===== config.mk =====
export PLATFORM = sky130hd
export DESIGN_NAME = arm7tdmi_block_seq
export DESIGN_NICKNAME = d
export VERILOG_FILES = /design/src/rtl/arm7tdmi_block_seq.sv
export SDC_FILE = /design/constraint.sdc
export NUM_CORES = 1
export LEC_CHECK = 0
export ABC_AREA = 1
export CAP_MARGIN = 20
export CORE_MARGIN = 2
export CORE_UTILIZATION = 40
export CTS_CLUSTER_DIAMETER = 40
export DETAILED_ROUTE_END_ITERATION = 10
export HOLD_SLACK_MARGIN = 0.08
export PLACE_DENSITY = 0.61
export REMOVE_ABC_BUFFERS = 1
export SYNTH_ARGS = -nofsm -noshare
export SYNTH_HDL_FRONTEND = slang
export SYNTH_SLANG_ARGS = --single-unit

===== constraint.sdc =====
create_clock -name clk -period 15 [get_ports clk]
set_clock_uncertainty 0.05 [all_clocks]
set_input_delay 2.25 -clock clk [delete_from_list [all_inputs] [get_ports clk]]
set_output_delay 2.25 -clock clk [all_outputs]
set_load 0.02 [all_outputs]

===== src/rtl/arm7tdmi_block_seq.sv =====
// LDM/STM block-transfer sequencer: walks the register list lowest index first, one memory beat per register.
// Optional abort tracking is enabled by defining BLOCK_SEQ_ABORT_EN.
module arm7tdmi_block_seq #(
  parameter int NUM_REGS  = 16,
  parameter int ADDR_W    = 32,
  parameter int REG_IDX_W = $clog2(NUM_REGS)
) (
  input  logic                 clk,
  input  logic                 rst_n,
  input  logic                 cmd_valid,
  output logic                 cmd_ready,
  input  logic [NUM_REGS-1:0]  cmd_reglist,
  input  logic [ADDR_W-1:0]    cmd_base,
  input  logic                 cmd_pre,
  input  logic                 cmd_up,
  input  logic                 cmd_s,
  input  logic                 cmd_load,
  input  logic                 cmd_wb,
  output logic                 mem_req,
  output logic [ADDR_W-1:0]    mem_addr,
  output logic                 mem_write,
  input  logic                 mem_ack,
`ifdef BLOCK_SEQ_ABORT_EN
  input  logic                 mem_abort,
`endif
  output logic [REG_IDX_W-1:0] beat_reg,
  output logic                 beat_user_bank,
  output logic                 beat_last,
  output logic                 busy,
  output logic                 done,
  output logic                 wb_en,
  output logic [ADDR_W-1:0]    wb_value,
  output logic                 spsr_restore,
  output logic                 abort_out,
  output logic [1:0]           state_dbg
);

  // Handshakes: a command transfers on a rising edge where cmd_valid && cmd_ready;
  // a beat transfers on a rising edge where mem_req && mem_ack, and the beat
  // outputs hold steady until then.

  typedef enum logic [1:0] {
    S_IDLE = 2'd0,
    S_RUN  = 2'd1,
    S_DONE = 2'd2
  } state_t;

  localparam logic [NUM_REGS-1:0] LIST_ONE   = 1;
  localparam logic [NUM_REGS-1:0] PC_BIT     = {1'b1, {(NUM_REGS-1){1'b0}}};
  localparam logic [ADDR_W-1:0]   ADDR_FOUR  = 4;
  localparam logic [ADDR_W-1:0]   ALL_REGS_W = ADDR_W'(NUM_REGS);

  state_t state_q, state_d;

  logic [NUM_REGS-1:0] list_q;
  logic [ADDR_W-1:0]   addr_q;
  logic [ADDR_W-1:0]   wb_val_q;
  logic                write_q, user_q, wb_en_q, spsr_q;

  logic                run, accept, wb_block, abort_q;
  logic [REG_IDX_W:0]  cnt;
  logic [ADDR_W-1:0]   span, off, start_addr, wb_calc;
  logic [NUM_REGS-1:0] list_init;
  logic                pc_load;

  function automatic logic [REG_IDX_W:0] popcount(input logic [NUM_REGS-1:0] v);
    logic [REG_IDX_W:0] c;
    c = '0;
    for (int i = 0; i < NUM_REGS; i++) c = c + {{REG_IDX_W{1'b0}}, v[i]};
    return c;
  endfunction

  assign run    = (state_q == S_RUN);
  assign accept = (state_q == S_IDLE) && cmd_valid;

  always_ff @(posedge clk) begin
    if (!rst_n) state_q <= S_IDLE;
    else        state_q <= state_d;
  end

  always_comb begin
    state_d = state_q;
    case (state_q)
      S_IDLE:  if (cmd_valid) state_d = S_RUN;
      S_RUN:   if (mem_ack && beat_last) state_d = S_DONE;
      S_DONE:  state_d = S_IDLE;
      default: state_d = S_IDLE;
    endcase
  end

  // An empty list moves the base as if every register were transferred.
  always_comb begin
    cnt       = popcount(cmd_reglist);
    span      = (cnt == '0) ? ALL_REGS_W : ADDR_W'(cnt);
    off       = span << 2;
    list_init = (cmd_reglist == '0) ? PC_BIT : cmd_reglist;
    pc_load   = cmd_load && cmd_reglist[NUM_REGS-1];
    wb_calc   = cmd_up ? (cmd_base + off) : (cmd_base - off);
    case ({cmd_pre, cmd_up})
      2'b01:   start_addr = cmd_base;
      2'b11:   start_addr = cmd_base + ADDR_FOUR;
      2'b00:   start_addr = cmd_base - off + ADDR_FOUR;
      default: start_addr = cmd_base - off;
    endcase
  end

  always_ff @(posedge clk) begin
    if (!rst_n) begin
      list_q   <= '0;
      addr_q   <= '0;
      wb_val_q <= '0;
      write_q  <= 1'b0;
      user_q   <= 1'b0;
      wb_en_q  <= 1'b0;
      spsr_q   <= 1'b0;
    end else if (accept) begin
      list_q   <= list_init;
      addr_q   <= start_addr;
      wb_val_q <= wb_calc;
      write_q  <= !cmd_load;
      user_q   <= cmd_s && !pc_load;
      wb_en_q  <= cmd_wb;
      spsr_q   <= cmd_s && pc_load;
    end else if (run && mem_ack) begin
      list_q <= list_q & (list_q - LIST_ONE);
      addr_q <= addr_q + ADDR_FOUR;
    end
  end

`ifdef BLOCK_SEQ_ABORT_EN
  logic load_q;

  // Abort is sticky for the whole sequence and cleared as DONE hands back to IDLE.
  always_ff @(posedge clk) begin
    if (!rst_n) begin
      abort_q <= 1'b0;
      load_q  <= 1'b0;
    end else if (accept) begin
      abort_q <= 1'b0;
      load_q  <= cmd_load;
    end else if (state_q == S_DONE) begin
      abort_q <= 1'b0;
    end else if (run && mem_ack && mem_abort) begin
      abort_q <= 1'b1;
    end
  end

  assign wb_block = load_q && abort_q;
`else
  assign abort_q  = 1'b0;
  assign wb_block = 1'b0;
`endif

  always_comb begin
    beat_reg = '0;
    for (int i = NUM_REGS - 1; i >= 0; i--) begin
      if (run && list_q[i]) beat_reg = REG_IDX_W'(i);
    end
  end

  assign cmd_ready      = (state_q == S_IDLE);
  assign busy           = !cmd_ready;
  assign mem_req        = run;
  assign mem_addr       = {addr_q[ADDR_W-1:2], 2'b00};
  assign mem_write      = run && write_q;
  assign beat_user_bank = run && user_q;
  assign beat_last      = run && ((list_q & (list_q - LIST_ONE)) == '0);
  assign done           = (state_q == S_DONE);
  assign wb_en          = done && wb_en_q && !wb_block;
  assign wb_value       = wb_val_q;
  assign spsr_restore   = done && spsr_q;
  assign abort_out      = done && abort_q;
  assign state_dbg      = state_q;

endmodule


* After elaboration in Yosys (flattened, before gate mapping)
Index checks and enable logic that the tools add are counted. Widths: inputs -> output; s select.
Cells by class: reductions and logical operators 37, eq/ne operators 6, multipliers 0, bitwise logic cells 1, add/subtract/negate cells 21, div/mod/pow operators 0, muxes and demuxes 27, shifts and indexed selects 0, magnitude comparators 0
Operator list (number):
- $add 32x3->32 const B | 3
- $mux 32 | 3
- $pmux 32 s3 | 1
- $mux 4 | 16
- $add 5x1->5 | 11
- $mux 16 | 3
- $add 32x7->32 | 1
- $logic_not 16->1 | 2
- $sub 32x7->32 | 1
- $logic_and 1x1->1 | 27
- $and 16x16->16 | 1
- $sub 16x1->16 const B | 1
- $add 4x1->5 | 1
- $logic_not 5->1 | 1
- $mux 5 | 1
- $add 3x1->4 | 1
- $eq 2x1->1 const B | 2
- $eq 2x2->1 const B | 2
- $logic_not 2->1 | 2
- $mux 2 | 2
- $pmux 2 s2 | 1
- $add 2x1->3 | 1
- $logic_not 1->1 | 3
- $add 1x1->2 | 1
- other kinds (4) | 4
Word-level totals: output and inout port bits 80, RAM bits 0, input bits 57, memory bits (read-only) 0, register bits 86, memories kept 0, word-level logic and storage cells 100, latch bits 0

* Logic depth before layout (Yosys ltp)
Gate-level depths: netlist of run 1.
word-level depth 21, mapped depth 36, mapped depth without buffers 36

* Worst setup path before layout of run 1
Ideal clock, no wire load.
path kind input to register, start input cmd_reglist[0], end register addr_q[24], required time 14.828 ns, slack 7.617 ns, library setup time 0.122 ns, path buffers 0, arrival time 7.211 ns, cell stages on the path 31, cells stage by stage inv_1 -> fa_1 -> fa_1 -> fa_1 -> fa_1 -> inv_1 -> ha_1 -> inv_1 -> fa_1 -> inv_1 -> nor3_1 -> nand2_1 -> nand2_1 -> ha_1 -> inv_2 -> a21oi_4 -> nand2_2 -> nor2_4 -> nand3_2 -> nand2_2 -> nand3_2 -> nand2_4 -> inv_4 -> nor2_8 -> nand2_4 -> nor2_4 -> nand3_1 -> nand3_1 -> nand2_1 -> nand2_1 -> a21oi_2
On the way: cells in the longest elaborated chain, start to end 21
RTL lines:
- from (decl) | line 12 | input logic [NUM_REGS-1:0] cmd_reglist,
- $add 1x1->2 * | line 69 | for (int i = 0; i < NUM_REGS; i++) c = c + {{REG_IDX_W{1'b0}}, v[i]};
- $add 2x1->3 * | line 69
- $add 3x1->4 * | line 69
- $add 4x1->5 * | line 69
- $add 5x1->5 * (11 in a row) | line 69
- $logic_not 5->1 | line 94 | span = (cnt == '0) ? ALL_REGS_W : ADDR_W'(cnt);
- $mux 5 * | line 94
- $sub 32x7->32 * | line 102, 103
- $add 32x3->32 | line 102 | 2'b00: start_addr = cmd_base - off + ADDR_FOUR;
- $pmux 32 s3 * | line 99 | case ({cmd_pre, cmd_up})
- $mux 32 * | line 116 | end else if (accept) begin
- to (signal assigned) | line 118 | addr_q <= start_addr;
- to (signal assigned) | line 126 | addr_q <= addr_q + ADDR_FOUR;
- to (decl) | line 56 | logic [ADDR_W-1:0] addr_q;
Every way passes the cells marked *; elsewhere a longest branch is shown, timed or not. A chain may end at the register's enable or synchronous reset.

* Final worst setup path of run 1
start input cmd_reglist[0], end register addr_q[28]
The elaborated chain is that of the path after synthesis.

==> results of run 1 <==
-- power by group through the flow --
| stage | clock network (W) | logic, W | registers, W |
|---|---|---|---|
| 2_1_floorplan | 0 | 0.000463 | 0.000294 |
| 3_3_place_gp | 0 | 0.000705 | 0.000274 |
| 3_5_place_dp | 0 | 0.000705 | 0.000275 |
| 4_1_cts | 0.000225 | 0.000709 | 0.000270 |
| 5_1_grt | 0.000233 | 0.000797 | 0.000273 |
| 6_report | 0.000220 | 0.000719 | 0.000270 |
-- cell usage after synthesis, types with 3 or more instances --
cell	n
nand2_1	440
o21bai_1	4
nand3_2	5
xor2_1	24
o21ai_0	118
xnor2_1	6
buf_6	4
dfxtp_1	84
nand2_2	17
or2_2	5
a21oi_2	7
a221oi_1	4
inv_2	12
buf_4	10
nor4_1	7
a211oi_1	4
nor2_1	127
fa_1	12
a31oi_1	28
clkbuf_1	49
inv_1	190
nand2_4	4
nand3_1	138
nor3_1	30
and2_1	5
buf_1	5
o221ai_1	3
a21oi_1	101
nor2_2	23
nand3b_1	5
ha_1	22
buf_2	8
nor2_4	13
o211ai_1	23
clkbuf_8	5
o311ai_0	3
nand4_1	29
-- flip-flops by register name, indices dropped and copies added, names as in the netlist --
register and flops:
wb_value 32, addr_q 30, list_q 16, state_dbg 2, spsr_q 1, user_q 1
wb_en_q 1, write_q 1
-- stage by stage --
stage | cells | power [W] | setup slack [ps] | utilization (%)
CTS | 1990 | 0.00120 | 6460 | 48.2
floorplan | 1517 | 0.000757 | 7540 | -
finish | 1990 | 0.00121 | 6420 | 48.2
global route | 1990 | 0.00130 | 6030 | 48.2
detailed placement | 1975 | 0.000979 | 6130 | 47.0
global placement | 1975 | 0.000979 | 6220 | 47.0
-- final cells by class --
| type | instances | share of cell area (%) |
|---|---|---|
| Tap cell | 313 | 3.57 |
| Timing Repair Buffer | 145 | 12.9 |
| Clock inverter | 4 | 0.240 |
| Sequential cell | 84 | 15.3 |
| Multi-Input combinational cell | 1230 | 58.8 |
| Clock buffer | 11 | 2.21 |
| Inverter | 203 | 6.97 |
-- cell families (layout without fill, tap and decap cells) --
family | count (synthesis) | in the layout | share of synthesized area, %
xor+xnor | 30 | 30 | 2.81
fa+ha+maj | 34 | 34 | 5.52
buf+inv | 286 | 363 | 13.1
flops | 84 | 84 | 18.0
simple gates | 858 | 858 | 41.9
compound gates | 305 | 305 | 18.6
other cells | 1 | 3 | 0.0401
-- worst register-to-register path: cells and delay by family (launching register included) --
| family | cells | cell delay (ps) |
|---|---|---|
| buffers and inverters | 4 | 1570 |
| DFF | 1 | 350 |
| AOI/OAI and AO/OA | 2 | 570 |
| and+or+nand+nor | 3 | 370 |
-- metal layers --
metal | global-route usage [%] | up-vias | share of wire [%]
met1 | 41.3 | 4988 | 48
li1 | - | 5359 | -
met2 | 42.5 | 392 | 43
met5 | 0 | - | 0
met3 | 4.02 | 41 | 7.1
met4 | 7.25 | 0 | 1.9
-- path summary, 6_finish.rpt --
check | endpoint | cells past startpoint
worst max-delay path | addr_q[28] | 31
worst min-delay path | wb_value[10] | 2
worst max register to register | addr_q[26] | 9
worst min register to register | wb_value[10] | 2
-- placed cells by master (no fill, tap or decap), types with 9 or more instances in the layout --
master and n:
a21oi_1 101, a31oi_1 28, buf_4 12, clkbuf_16 9, clkdlybuf4s50_1 132, dfxtp_1 84, fa_1 12, ha_1 22
inv_1 190, inv_2 12, nand2_1 439, nand2_2 18, nand3_1 138, nand4_1 29, nor2_1 127, nor2_2 23
nor2_4 13, nor3_1 30, o211ai_1 23, o21ai_0 118, xor2_1 24
==> flow_summary.json, run 1 <==
{
  "fin_hold_ws_ps": 417,
  "status": "finished, final reports clean",
  "hp-class": "reg -> reg",
  "power_density_nw_per_um2": 110,
  "grt-ovfl-total": 0,
  "tightest_slew_ps": 922,
  "cts_num_sinks": 84,
  "track_usage_pct": 28.0,
  "drive_above_1_share_pct": 7.33,
  "insertion_delay_ps": 360,
  "critical_path.most_common_cell": "nand2_1",
  "antenna_cells": 0,
  "root_buffer": "clkbuf_16",
  "r2r-start": "state_dbg[0]",
  "clockBufferDepth": 2,
  "worstPathRequired_ps": 15240,
  "grt_max_degree": 72,
  "post_cts.repair.setup_buffers": 0,
  "ys_types": 55,
  "cp-end-kind": "register",
  "setup_viol": 0,
  "cp_top_family": "adder cells",
  "ctsHtreeMaxLevel": 3,
  "power_frac_clock_pct": 18.2,
  "cp-startpoint": "cmd_reglist[0]",
  "fmax_ghz": 0.117,
  "dr.pass1.iters": 6,
  "ioPinCount": 137,
  "multi_input_area_um2": 6440,
  "grt_pass1_wl_um": 54100,
  "dieWidth_um": 157,
  "ys_top_cells_by_area": "dfxtp_1 18%, nand2_1 18%, inv_1 7.6%",
  "hp-start": "wb_value[10]",
  "power_switching_w": 0.000603,
  "drt_iter0_drc": 807,
  "via_per_inst": 5.42,
  "cp.arrival_ps": 8810,
  "synth_seq_cells": 84,
  "drc_errors": 0,
  "rsz0062_at_grt": "no",
  "finalMaxSlewViolations": 0,
  "numCtsBuffers": 9,
  "wl_per_cell_um": 17.3,
  "ys.flop_type": "dfxtp_1",
  "syn_to_final_growth_pct": 17.4,
  "crit_type": "in -> reg",
  "fin_tns_setup_ps": 0,
  "max_slew_margin_pct": 38.5,
  "critPathMaxFanout": 7,
  "avgSynthCellArea_um2": 5.85,
  "cts_hold_buf": 0,
  "port_buffers": 133,
  "reg2reg_setup_slack_ps": 12050,
  "irDropWorstVdd_mv": 0.0837,
  "crit_buf_inv": 6,
  "drt-total-wl_um": 34400,
  "seqPwrFrac_pct": 22.3,
  "swShare_pct": 49.8,
  "place_area_um2": 10700,
  "syn_area_um2": 9340,
  "design.die.area_um2": 24600,
  "critPathLaunchType": "input pin",
  "ant_nets": 0,
  "yosys.area.top_type": "dfxtp_1",
  "fillers": 2447,
  "rows": 55,
  "syn_inst": 1598,
  "synth-async-reset-ratio_pct": 0,
  "combinationalPowerShare_pct": 59.5,
  "synth_warnings": 0,
  "via_count": 10800,
  "first_global_vias": 9785,
  "fin_nets": 1764,
  "fin_area_um2": 11000,
  "cts_resized": 0,
  "antenna_found_initial": 0,
  "die_y_um": 157,
  "crit_slowest_cell": "fa_1",
  "initial_utilization_pct": 41.0,
  "cap_viol_max_count": 0,
  "finalCritPeriodShare_pct": 57.2,
  "p_int_w": 0.000607,
  "yosysTopAreaCellShare_pct": 18.0,
  "place.gp.congestion": 0.962,
  "synth_enable_flop_cells": 0,
  "power.leakage_nw": 4.83,
  "cts.clk_slew.worst_paths_ps": 70,
  "coreArea_um2": 22800,
  "finalCriticalPeriod_ps": 8580,
  "max_stage_delay_ps": 560,
  "seq_area_um2": 1680,
  "tritoncts": "done",
  "seq_area_frac_synth_pct": 18.0,
  "finalHoldViolCount": 0,
  "dp_hpwl_um": 25900
}
(Power assumes the default switching activity.)
==> run 2, diff against run 1 <==
==> constraint.sdc (replaced) <==
create_clock -name clk -period 8.2 [get_ports clk]
set_clock_uncertainty 0.05 [all_clocks]
set_input_delay 1.23 -clock clk [delete_from_list [all_inputs] [get_ports clk]]
set_output_delay 1.23 -clock clk [all_outputs]
set_load 0.02 [all_outputs]
==> run 2 against run 1 <==
  * Cell area rose by 0.27%
  * Hold slack got worse by 1.9 ps
  * Largest cell class unchanged
  * Routed wire length rose by 0.23%
  * Largest power group unchanged
  * First-iteration DRC count rose by 7.6%
  * Final cell count barely moved
  * Non-clock buffer count did not move
  * Die area did not move
  * Register-to-register slack got worse by 6900 ps
  * Utilization rose by 0.13 points
  * Sequential power rose by 83%
==> flow_summary.json, run 2 (synthesis results as in run 1) <==
{
  "hp-class": "reg -> reg",
  "grt-ovfl-total": 0,
  "ant_nets": 0,
  "via_count": 10800,
  "finalCriticalPeriod_ps": 7570,
  "tightest_slew_ps": 955,
  "ioPinCount": 137,
  "cts_hold_buf": 0,
  "final_cell_mix": "439 x nand2_1, 190 x inv_1, 138 x nand3_1, 132 x clkdlybuf4s50_1, 127 x nor2_1",
  "cts.clk_slew.worst_paths_ps": 70,
  "root_buffer": "clkbuf_16",
  "antenna_cells": 0,
  "finalCritPeriodShare_pct": 92.3,
  "max_stage_delay_ps": 580,
  "status": "finished, final reports clean",
  "fin_nets": 1764,
  "cts_num_sinks": 84,
  "insertion_delay_ps": 350,
  "ctsHtreeMaxLevel": 3,
  "clockBufferDepth": 2,
  "dp_hpwl_um": 25900,
  "setup_viol": 0,
  "power.leakage_nw": 4.84,
  "drive_above_1_share_pct": 7.45,
  "initial_utilization_pct": 41.0,
  "cap_viol_max_count": 0,
  "grt_pass1_wl_um": 54400,
  "track_usage_pct": 28.2,
  "antenna_found_initial": 0,
  "tritoncts": "done",
  "post-place-ws_ps": 376,
  "dr.pass1.iters": 6,
  "rows": 55,
  "max_slew_margin_pct": 36.3,
  "critPathLaunchType": "input pin",
  "finalHoldViolCount": 0,
  "cts_resized": 0,
  "design.die.area_um2": 24600,
  "drc_errors": 0,
  "drt-total-wl_um": 34500,
  "largest_reg_flops": 32,
  "critPathMaxFanout": 7,
  "numCtsBuffers": 9,
  "cp.arrival_ps": 7810,
  "first_global_vias": 9825,
  "finalMaxSlewViolations": 0,
  "port_buffers": 133,
  "layout_setup_ws_ps": 629,
  "irDropWorstVdd_mv": 0.138,
  "power_density_nw_per_um2": 204,
  "reg2reg_setup_slack_ps": 5190,
  "dieWidth_um": 157,
  "fmax_ghz": 0.132,
  "rsz0062_at_grt": "no",
  "via_per_inst": 5.42,
  "drt_iter0_drc": 868,
  "total_power_w": 0.00225,
  "coreArea_um2": 22800,
  "die_y_um": 157,
  "critical_path.most_common_cell": "nand2_1",
  "place.gp.congestion": 0.955,
  "final_common_cell": "nand2_1",
  "worstPathRequired_ps": 8440,
  "grt_max_degree": 69,
  "fillers": 2429,
  "fin_tns_setup_ps": 0,
  "wl_per_cell_um": 17.3,
  "post_cts.repair.setup_buffers": 0,
  "crit_slowest_cell": "nor3_1",
  "syn_to_final_growth_pct": 17.7,
  "crit_type": "in -> reg",
  "cp-end-kind": "register"
}
## run 2: changes by cell type in the layout (fill, tap and decap cells not counted), sizes merged
cell and change:
bufinv +1, clkbuf -2, inv +2
## run 2: cell type report
cell class | instances | area, µm² | area share, %
multi-input combinational | 1230 | 6440 | 58.6
sequential | 84 | 1680 | 15.3
timing repair buffer | 145 | 1420 | 12.9
inverter | 203 | 764 | 6.95
tap | 313 | 392 | 3.56
clock buffer | 9 | 225 | 2.05
clock inverter | 7 | 73.8 | 0.671
## run 2: per-layer routing
layer	track usage [%]	part of all wire, %	up-vias
met5	0	0	-
met4	6.33	1.9	0
met3	4.38	8.1	43
met2	42.2	43	473
met1	42.0	47	4892
li1	-	-	5376
## run 2: path summary, 6_finish.rpt
kind | startpoint | endpoint | cells after the start
worst max-delay path | cmd_reglist[0] | addr_q[28] | 31
worst min-delay path | wb_value[13] | wb_value[13] | 2
worst min register to register | wb_value[13] | wb_value[13] | 2
worst max register to register | state_dbg[0] | addr_q[26] | 9
## run 2: power breakdown
part / internal, W / switching [W] / total [W] / leakage (nW)
logic: 0.000445 / 0.000869 / 0.00131 / 4.00
clock network: 0.000239 / 0.000203 / 0.000441 / 0.146
registers: 0.000452 / 0.0000408 / 0.000493 / 0.694
## run 2: critical path: cells and delay by family
| kind | cells | cell delay, ps |
|---|---|---|
| compound gates | 1 | 120 |
| fa+ha+maj | 7 | 3060 |
| buf+inv | 6 | 890 |
| xor+xnor | 1 | 340 |
| simple gates | 16 | 2170 |
## run 2: through the flow
step	utilization (%)	instance area [µm²]	hold slack [ps]	std cells
finish	48.3	11000	415	1991
global route	48.3	11000	441	1991
CTS	48.3	11000	416	1991
detailed placement	47.0	10700	404	1975
global placement	47.0	10700	403	1975
floorplan	-	8890	387	1517
